<file path="src/rtl/hazard_ctrl.sv">
// Hazard/sequencing controller for the 5-stage MIPS core: load-use stalls,
// branch/jump flushes and data-memory freezes, with saturating perf counters.
module hazard_ctrl #(
  parameter int RA_W         = 5,
  parameter int FLUSH_CYCLES = 1,
  parameter int MAX_MEM_WAIT = 15,
  parameter int CNT_W        = 16
) (
  input  logic             clk,
  input  logic             rst,
  input  logic [RA_W-1:0]  id_rs,
  input  logic [RA_W-1:0]  id_rt,
  input  logic             id_uses_rt,
  input  logic             id_jump,
  input  logic             ex_mem_read,
  input  logic [RA_W-1:0]  ex_rt,
  input  logic             br_taken,
  input  logic             dmem_busy,
  output logic             pc_write,
  output logic             ifid_write,
  output logic             ifid_flush,
  output logic             nop_sel,
  output logic             pipe_hold,
  output logic             mem_timeout,
  output logic [CNT_W-1:0] stall_cnt,
  output logic [CNT_W-1:0] flush_cnt
);

  localparam int FW = $clog2(FLUSH_CYCLES + 1);
  localparam int WW = $clog2(MAX_MEM_WAIT + 1);

  typedef enum logic [1:0] {RUN, WAIT, FLUSH} state_t;

  state_t          state;
  logic [FW-1:0]   fcnt;
  logic [WW-1:0]   wcnt;
  logic            lu;
  logic            lu_take;

  assign lu = ex_mem_read && (ex_rt != '0) &&
              ((ex_rt == id_rs) || (id_uses_rt && (ex_rt == id_rt)));

  // WAIT behaves like RUN once dmem_busy drops, so only FLUSH needs a decode here.
  always_comb begin
    pc_write   = 1'b1;
    ifid_write = 1'b1;
    ifid_flush = 1'b0;
    nop_sel    = 1'b0;
    pipe_hold  = 1'b0;
    lu_take    = 1'b0;
    if (rst) begin
      pc_write   = 1'b0;
      ifid_write = 1'b0;
      nop_sel    = 1'b1;
    end else if (dmem_busy) begin
      pc_write   = 1'b0;
      ifid_write = 1'b0;
      pipe_hold  = 1'b1;
    end else if (state == FLUSH || br_taken) begin
      ifid_flush = 1'b1;
      nop_sel    = 1'b1;
    end else if (id_jump) begin
      ifid_flush = 1'b1;
    end else if (lu) begin
      pc_write   = 1'b0;
      ifid_write = 1'b0;
      nop_sel    = 1'b1;
      lu_take    = 1'b1;
    end
  end

  always_ff @(posedge clk or posedge rst) begin
    if (rst) begin
      state       <= RUN;
      fcnt        <= '0;
      wcnt        <= '0;
      mem_timeout <= 1'b0;
      stall_cnt   <= '0;
      flush_cnt   <= '0;
    end else begin
      if (dmem_busy) begin
        if (wcnt != WW'(MAX_MEM_WAIT)) wcnt <= wcnt + WW'(1);
        // Flag on the edge that brings wcnt to MAX_MEM_WAIT.
        if (wcnt >= WW'(MAX_MEM_WAIT - 1)) mem_timeout <= 1'b1;
        if (state != FLUSH) state <= WAIT;
      end else begin
        wcnt <= '0;
        if (br_taken) begin
          if (FLUSH_CYCLES > 1) begin
            state <= FLUSH;
            fcnt  <= FW'(FLUSH_CYCLES - 1);
          end else begin
            state <= RUN;
          end
        end else if (state == FLUSH) begin
          if (fcnt <= FW'(1)) begin
            state <= RUN;
            fcnt  <= '0;
          end else begin
            fcnt  <= fcnt - FW'(1);
          end
        end else begin
          state <= RUN;
        end
      end
      if ((lu_take || dmem_busy) && stall_cnt != '1) stall_cnt <= stall_cnt + CNT_W'(1);
      if (ifid_flush && flush_cnt != '1) flush_cnt <= flush_cnt + CNT_W'(1);
    end
  end

endmodule
</file>
<file path="config.mk">
export PLATFORM = sky130hd
export DESIGN_NAME = hazard_ctrl
export DESIGN_NICKNAME = d
export VERILOG_FILES = /design/src/rtl/hazard_ctrl.sv
export SDC_FILE = /design/constraint.sdc
export NUM_CORES = 1
export LEC_CHECK = 0
export CAP_MARGIN = 10
export CORE_MARGIN = 2
export CORE_UTILIZATION = 25
export CTS_CLUSTER_DIAMETER = 150
export DETAILED_ROUTE_END_ITERATION = 6
export HOLD_SLACK_MARGIN = 0.02
export PLACE_DENSITY = 0.45
export SYNTH_ARGS = -nofsm -noshare
export SYNTH_HDL_FRONTEND = slang
export SYNTH_SLANG_ARGS = --single-unit
</file>
<file path="constraint.sdc">
create_clock -name clk -period 5.2 [get_ports clk]
set_input_delay 0.52 -clock clk [delete_from_list [all_inputs] [get_ports clk]]
set_output_delay 0.52 -clock clk [all_outputs]
set_load 0.005 [all_outputs]
</file>
# Word-level counts from Yosys, hierarchy flattened
# Cells that the tools add are included.
# word_totals
register_bits	40
latch_bits	0
ramBits	0
romBits	0
in_bits	22
output_inout_bits	38
wordCells	63
n_memories	0
# op_classes
n_addsub	4
multipliers	0
n_div	0
order_cmp	2
n_eq_ne	10
shifts	0
mux	27
n_bitwise	2
reduce_logical	12
# op_table
op	count
$add 16x1->16 const B	2
$ne 16x16->1 const B	2
$mux 1	20
$eq 5x5->1	2
$mux 2	5
$mux 4	2
$logic_and 1x1->1	5
$reduce_bool 5->1	1
$add 4x1->4 const B	1
$ge 4x4->1 const B	1
$ne 2x1->1 const B	2
$ne 4x3->1 const B	1
$ne 4x4->1 const B	1
$reduce_and 2->1	2
$logic_or 1x1->1	3
$reduce_and 3->1	1
$eq 2x2->1 const B	1
$ne 2x2->1 const B	1
$not 1->1	2
$le 1x1->1 const B	1
$sub 1x1->1 const B	1

# Logic depth before layout (Yosys ltp)
# Gate-level depths: netlist of the first run.
# depth
depth_word	11
mapped_depth	8
mapped_depth_nobuf	6

# Worst setup path before layout of the first run
# Ideal clock, no wire load.
# synth_path
path_type	input -> output
from	in ex_rt[1]
to	out pc_write
arrival_time_ns	1.785
t_required_ns	4.680
setup_slack_ns	2.895
stages	5
path_cell_list	or4_1 -> o21ai_2 -> and2b_1 -> a21boi_0 -> buf_4
# synth_between
elab_chain_cells	9
elab_cells_between_ends	12
classes_between	eq/ne: 2; mux: 5; reduce/logical: 5
# synth_lines
item	line	text
from (decl)	16	input logic [RA_W-1:0] ex_rt,
$eq 5x5->1	41	((ex_rt == id_rs) || (id_uses_rt && (ex_rt == id_rt)));
$logic_and 1x1->1	41	
$logic_or 1x1->1	41	
$logic_and 1x1->1 *	40	assign lu = ex_mem_read && (ex_rt != '0) &&
$mux 1 * (5 in a row)	n/a	
to (decl)	19	output logic pc_write,
# Mark *: on every way between the ends. The rest lies on a longest branch, timed or not.

# Final worst setup path of the first run
# layout_path
from	in ex_rt[1]
to	out ifid_write
# layout_between
elab_chain_cells	9
elab_cells_between_ends	12
classes_between	eq/ne: 2; mux: 5; reduce/logical: 5
# layout_lines
item	line	text
$eq 5x5->1	41	
$logic_and 1x1->1	41	
$logic_or 1x1->1	41	
$logic_and 1x1->1 *	40	
$mux 1 *	64	end else if (lu) begin
$mux 1 *	62	end else if (id_jump) begin
$mux 1 *	59	end else if (state == FLUSH || br_taken) begin
$mux 1 *	55	end else if (dmem_busy) begin
$mux 1 *	51	if (rst) begin
to (decl)	20	output logic ifid_write,
# Marks and branches as above.

==> results of run 1 <==
-- layer usage --
layer / wire length, um / vias to the layer above / global-route usage / share of wire
met2: 2180 / 29 / 0.185 / 0.48
li1: - / 788 / - / -
met3: 153 / 6 / 0.0320 / 0.034
met4: 51 / 0 / 0.0299 / 0.011
met5: 0 / - / 0 / 0
met1: 2150 / 746 / 0.155 / 0.47
-- Yosys cell counts, types with 4 or more instances --
cell	n	share of area
nand3_1	13	0.033
ha_1	4	0.026
and3_1	5	0.016
inv_1	6	0.012
nor2_1	10	0.019
nand2_1	16	0.031
xnor2_1	24	0.11
xor2_1	17	0.077
nor4_1	5	0.016
nand4_1	11	0.035
dfrtp_1	37	0.48
nor3_1	12	0.031
-- layout make-up --
type                       count  area [um^2]  area share
inverter                       6         22.5     0.00823
clock inverter                 1         8.76     0.00320
clock buffer                   7         96.3      0.0352
tap                          102          128      0.0466
multi-input combinational    142          958       0.350
timing repair buffer          60          598       0.218
sequential                    37          926       0.338
-- state kept, by name, summed over array words and instances, names as in the netlist --
register / count
stall_cnt: 16
wcnt: 4
flush_cnt: 16
mem_timeout: 1
-- how the worst max path moves through the flow --
stage	startpoint	end	slack [ps]
after floorplan	ex_rt[1]	pc_write	2900
after global routing	ex_rt[1]	pc_write	1860
final	ex_rt[1]	ifid_write	1970
after CTS	ex_rt[1]	pc_write	1960
after detailed placement	ex_rt[1]	pc_write	1970
after global placement	ex_rt[1]	ifid_write	2000
-- through the flow --
step / cell area [um^2] / hold slack (ps)
after global routing: 2740 / 515
after global placement: 2630 / 450
after detailed placement: 2630 / 457
after floorplan: 1940 / 459
after CTS: 2740 / 475
final: 2740 / 466
-- worst max-delay path: stages --
cell and delay (ps):
clkdlybuf4s50_1 460, or4_1 570, o21ai_2 140, and2b_1 200
a21boi_0 250, clkdlybuf4s50_1 560
-- logic make-up after synthesis --
group	after synthesis
AOI/OAI and AO/OA	12
buffers and inverters	12
DFF	37
xor gates and xnor gates	41
adders and majority gates	4
and+or+nand+nor	83
muxes	2
-- power by group --
| group | total, uW | internal, uW | leakage [uW] | switching, uW |
|---|---|---|---|---|
| Combinational | 269 | 176 | 0.000572 | 93.1 |
| Clock | 229 | 122 | 0.0000549 | 106 |
| Sequential | 428 | 347 | 0.000469 | 80.6 |
==> flow_summary.yaml, run 1 <==
run_status:
  status: "complete, no violations"
clock_network:
  cts-root-buf: "clkbuf_8"
  post_cts_buffers: 0
  holdBufCountCts: 0
  cts_tree: "yes"
  cts_resized: 0
  ctsHtreeMaxLevel: 2
  cts_inserted_buffers: 5
  clk_latency_ps: 290
  cts_sinks: 37
  cts_buffer_depth: 2
  cts.reportedPaths.clkPinSlew_ps: 70
floorplanning:
  die_area_um2: 8500
  fp.dieW_um: 92.2
  ioPinCount: 60
  core_area_um2: 7650
  row_count: 32
  start_util: 0.254
  fp.dieH_um: 92.2
setup_path:
  cp.arrival_ps: 2710
  timing.rr.start: "stall_cnt[6]"
  crit_fanout: 3
  crit_type: "input port to primary output"
  required_ps: 4680
  worstReg2RegEnd: "stall_cnt[1]"
  critPathLaunchType: "input port"
  cp-end-kind: "primary output"
  regToRegSetupSlack_ps: 3200
  reg2reg_depth: 6
placed_design:
  io_buffers: 59
  post-dp-hpwl_um: 3410
  post-place-cells: 347
  pre_cts_ws_ps: 1970
  place_congestion: 0.725
routing:
  route.detailed.drc: 0
  drtAntennaViolNets: 0
  avgViaCountPerCell: 4.42
  vias: 1569
  drt_iter0_drc: 33
  drt-total-wl_um: 4530
  first_pass_iters: 3
  wl_per_cell_um: 12.8
sta:
  finalMaxSlewViolations: 0
  rsz0062_at_grt: "false"
  setup_ws_ps: 1970
  setup_tns_ps: 0
  hold_violations: 0
  fin_crit_ps: 3230
  fin_skew_ps: 7.26
  fmax_ghz: 0.310
  relSlewSlack: 0.603
  setup_viol: 0
  fin_crit_sh: 0.620
  worst_pin_slew_ps: 595
layout:
  nFillCells: 755
  diodes: 0
  instances_no_fill: 355
  area_growth_pct: 40.8
  nets: 278
  postLayoutCoreUtil: 0.358
  drive_gt1_frac: 0.0553
  final_cell_mix: "59 x clkdlybuf4s50_1, 37 x dfrtp_1, 24 x xnor2_1"
  layout_commonest_cell: "clkdlybuf4s50_1"
global_routing:
  grt_usage: 0.116
  overflow: 0
  grt_pass1_wl_um: 7820
  first_global_vias: 1625
  antenna_found_initial: 0
  grt_max_degree: 38
logic_synthesis:
  synth_compound_area_frac: 0.0463
  seq_area_frac_synth: 0.476
  synth_fp_nets: 217
  async_flop_share: 1.00
  synth_mux_area_frac: 0.0135
  synthAdderAreaFrac: 0.0257
  synth-main-ff-cell: "dfrtp_1"
  synth-edff-count: 0
  yosysWarnings: 0
  synth_top_family_by_area: "simple AND/OR/NAND/NOR gates"
  synthSimpleGateAreaFrac: 0.223
  syn_avg_cell_area_um2: 10.2
  synthXorXnorAreaFrac: 0.185
  synthCells: 191
  synth_area_um2: 1940
  synth.distinct_cells: 36
  synth_seq_cells: 37
min_path:
  whs_path_depth: 1
  holdPathEnd: "mem_timeout"
  hold_path.startpoint: "mem_timeout"
  hold_class: "register to register"
power:
  p_leak_uw: 0.00110
  ir_drop_uv: 91.3
  p_total_uw: 925
  p_per_area_nw_per_um2: 338
flow_run:
  max-cap-violations: 0
(Power assumes the default switching activity.)
==> run 2, diff against run 1 <==
Settings changed: PLACE_DENSITY 0.45 to 0.47.
Clock period 5.2 ns to 2.9 ns, I/O delays scaled along.
==> run 2 against run 1 <==
Via count shrank 0.19%. Sequential power rose by 80%. Register-to-register slack lost 2300 ps. Power is 94% higher. Utilization grew 0.47 points.
==> flow_summary.yaml, run 2 (same netlist as run 1, synthesis figures left out) <==
run_status:
  status: "complete, no violations"
routing:
  vias: 1566
  wl_per_cell_um: 12.9
  drt_iter0_drc: 59
  drt-total-wl_um: 4610
  drtAntennaViolNets: 0
  avgViaCountPerCell: 4.40
  route.detailed.drc: 0
  first_pass_iters: 4
setup_path:
  cp.arrival_ps: 2450
  crit_type: "input port to primary output"
  regToRegSetupSlack_ps: 880
  crit_fanout: 3
  worstReg2RegEnd: "flush_cnt[15]"
  reg2reg_depth: 6
  cp-end-kind: "primary output"
  required_ps: 2610
  critPathLaunchType: "input port"
  timing.rr.start: "flush_cnt[2]"
clock_network:
  cts-root-buf: "clkbuf_8"
  cts_tree: "yes"
  cts_buffer_depth: 2
  clk_latency_ps: 290
  cts_sinks: 37
  cts_resized: 0
  holdBufCountCts: 0
  cts.reportedPaths.clkPinSlew_ps: 80
  post_cts_buffers: 0
  ctsHtreeMaxLevel: 2
  cts_inserted_buffers: 5
sta:
  fin_skew_ps: 9.26
  finalMaxSlewViolations: 0
  fmax_ghz: 0.364
  fin_crit_sh: 0.946
  hold_violations: 0
  worst_pin_slew_ps: 547
  setup_tns_ps: 0
  setup_ws_ps: 156
  fin_crit_ps: 2740
  rsz0062_at_grt: "false"
  setup_viol: 0
  relSlewSlack: 0.635
min_path:
  holdPathEnd: "mem_timeout"
  whs_path_depth: 1
  hold_path.startpoint: "mem_timeout"
  hold_class: "register to register"
floorplanning:
  fp.dieW_um: 92.2
  start_util: 0.254
  row_count: 32
  fp.dieH_um: 92.2
  die_area_um2: 8500
  ioPinCount: 60
  core_area_um2: 7650
placed_design:
  post-dp-hpwl_um: 3390
  io_buffers: 59
  pre_cts_ws_ps: 157
  place_congestion: 0.763
global_routing:
  grt_max_degree: 38
  grt_usage: 0.112
  first_global_vias: 1572
  antenna_found_initial: 0
  grt_pass1_wl_um: 7610
  overflow: 0
layout:
  diodes: 0
  nets: 279
  final_cell_mix: "59 x clkdlybuf4s50_1, 37 x dfrtp_1, 24 x xnor2_1"
  nFillCells: 763
  drive_gt1_frac: 0.0591
  top_regs: "flush_cnt: 16 flops, stall_cnt: 16 flops, wcnt: 4 flops"
  layout_commonest_cell: "clkdlybuf4s50_1"
  area_growth_pct: 42.7
flow_run:
  max-cap-violations: 0
power:
  p_per_area_nw_per_um2: 645
  p_leak_uw: 0.00111
  ir_drop_uv: 272
==> run 2: cell types whose count changed in the layout (fill, tap and decap cells not counted) <==
cell and change:
clkinv_2 +1, clkbuf_8 -2, buf_4 +1, bufinv_16 +2, inv_6 -1
==> run 2: where the power goes <==
| group | total [uW] | leakage [uW] | internal (uW) | switching, uW |
|---|---|---|---|---|
| Sequential | 770 | 0.000469 | 622 | 148 |
| Clock | 539 | 0.0000681 | 342 | 198 |
| Combinational | 480 | 0.000577 | 317 | 164 |
==> run 2: worst max path at each step <==
stage,start,to,slack [ps],cells after the start
floorplan,ex_rt[1],pc_write,1060,5
global placement,ex_rt[1],pc_write,160,6
detailed placement,ex_rt[1],ifid_write,160,6
CTS,ex_rt[1],ifid_write,150,6
global route,ex_rt[1],ifid_write,50,6
finish,ex_rt[1],ifid_write,160,6
==> run 2: per-layer routing <==
metal	part of all wire	vias up	track usage
met5	0	-	0
met4	0.014	0	0.0336
met3	0.033	7	0.0288
met2	0.46	34	0.175
met1	0.50	738	0.154
li1	-	787	-
==> run 2: critical path, stage by stage <==
cell and delay [ps]:
clkdlybuf4s50_1 470, or4_1 570, o21ai_2 150, and2b_1 200, a21boi_0 230, clkdlybuf4s50_1 550
==> run 2: final cells by class <==
class	instances	area, um^2	area share
Inverter	6	22.5	0.00812
Multi-Input combinational cell	142	958	0.346
Sequential cell	37	926	0.334
Timing Repair Buffer	61	606	0.218
Clock inverter	3	65.1	0.0235
Tap cell	102	128	0.0460
Clock buffer	5	68.8	0.0248
==> run 2: stage by stage <==
stage / area, um^2 / std cells / util / power (uW) / hold WS [ps]
final: 2770 / 356 / 0.363 / 1790 / 469
after global routing: 2770 / 356 / 0.363 / 1910 / 507
after CTS: 2770 / 356 / 0.363 / 1810 / 478
after detailed placement: 2640 / 348 / 0.345 / 1270 / 456
after global placement: 2640 / 348 / 0.345 / 1270 / 450
after floorplan: 1940 / 191 / - / 959 / 423
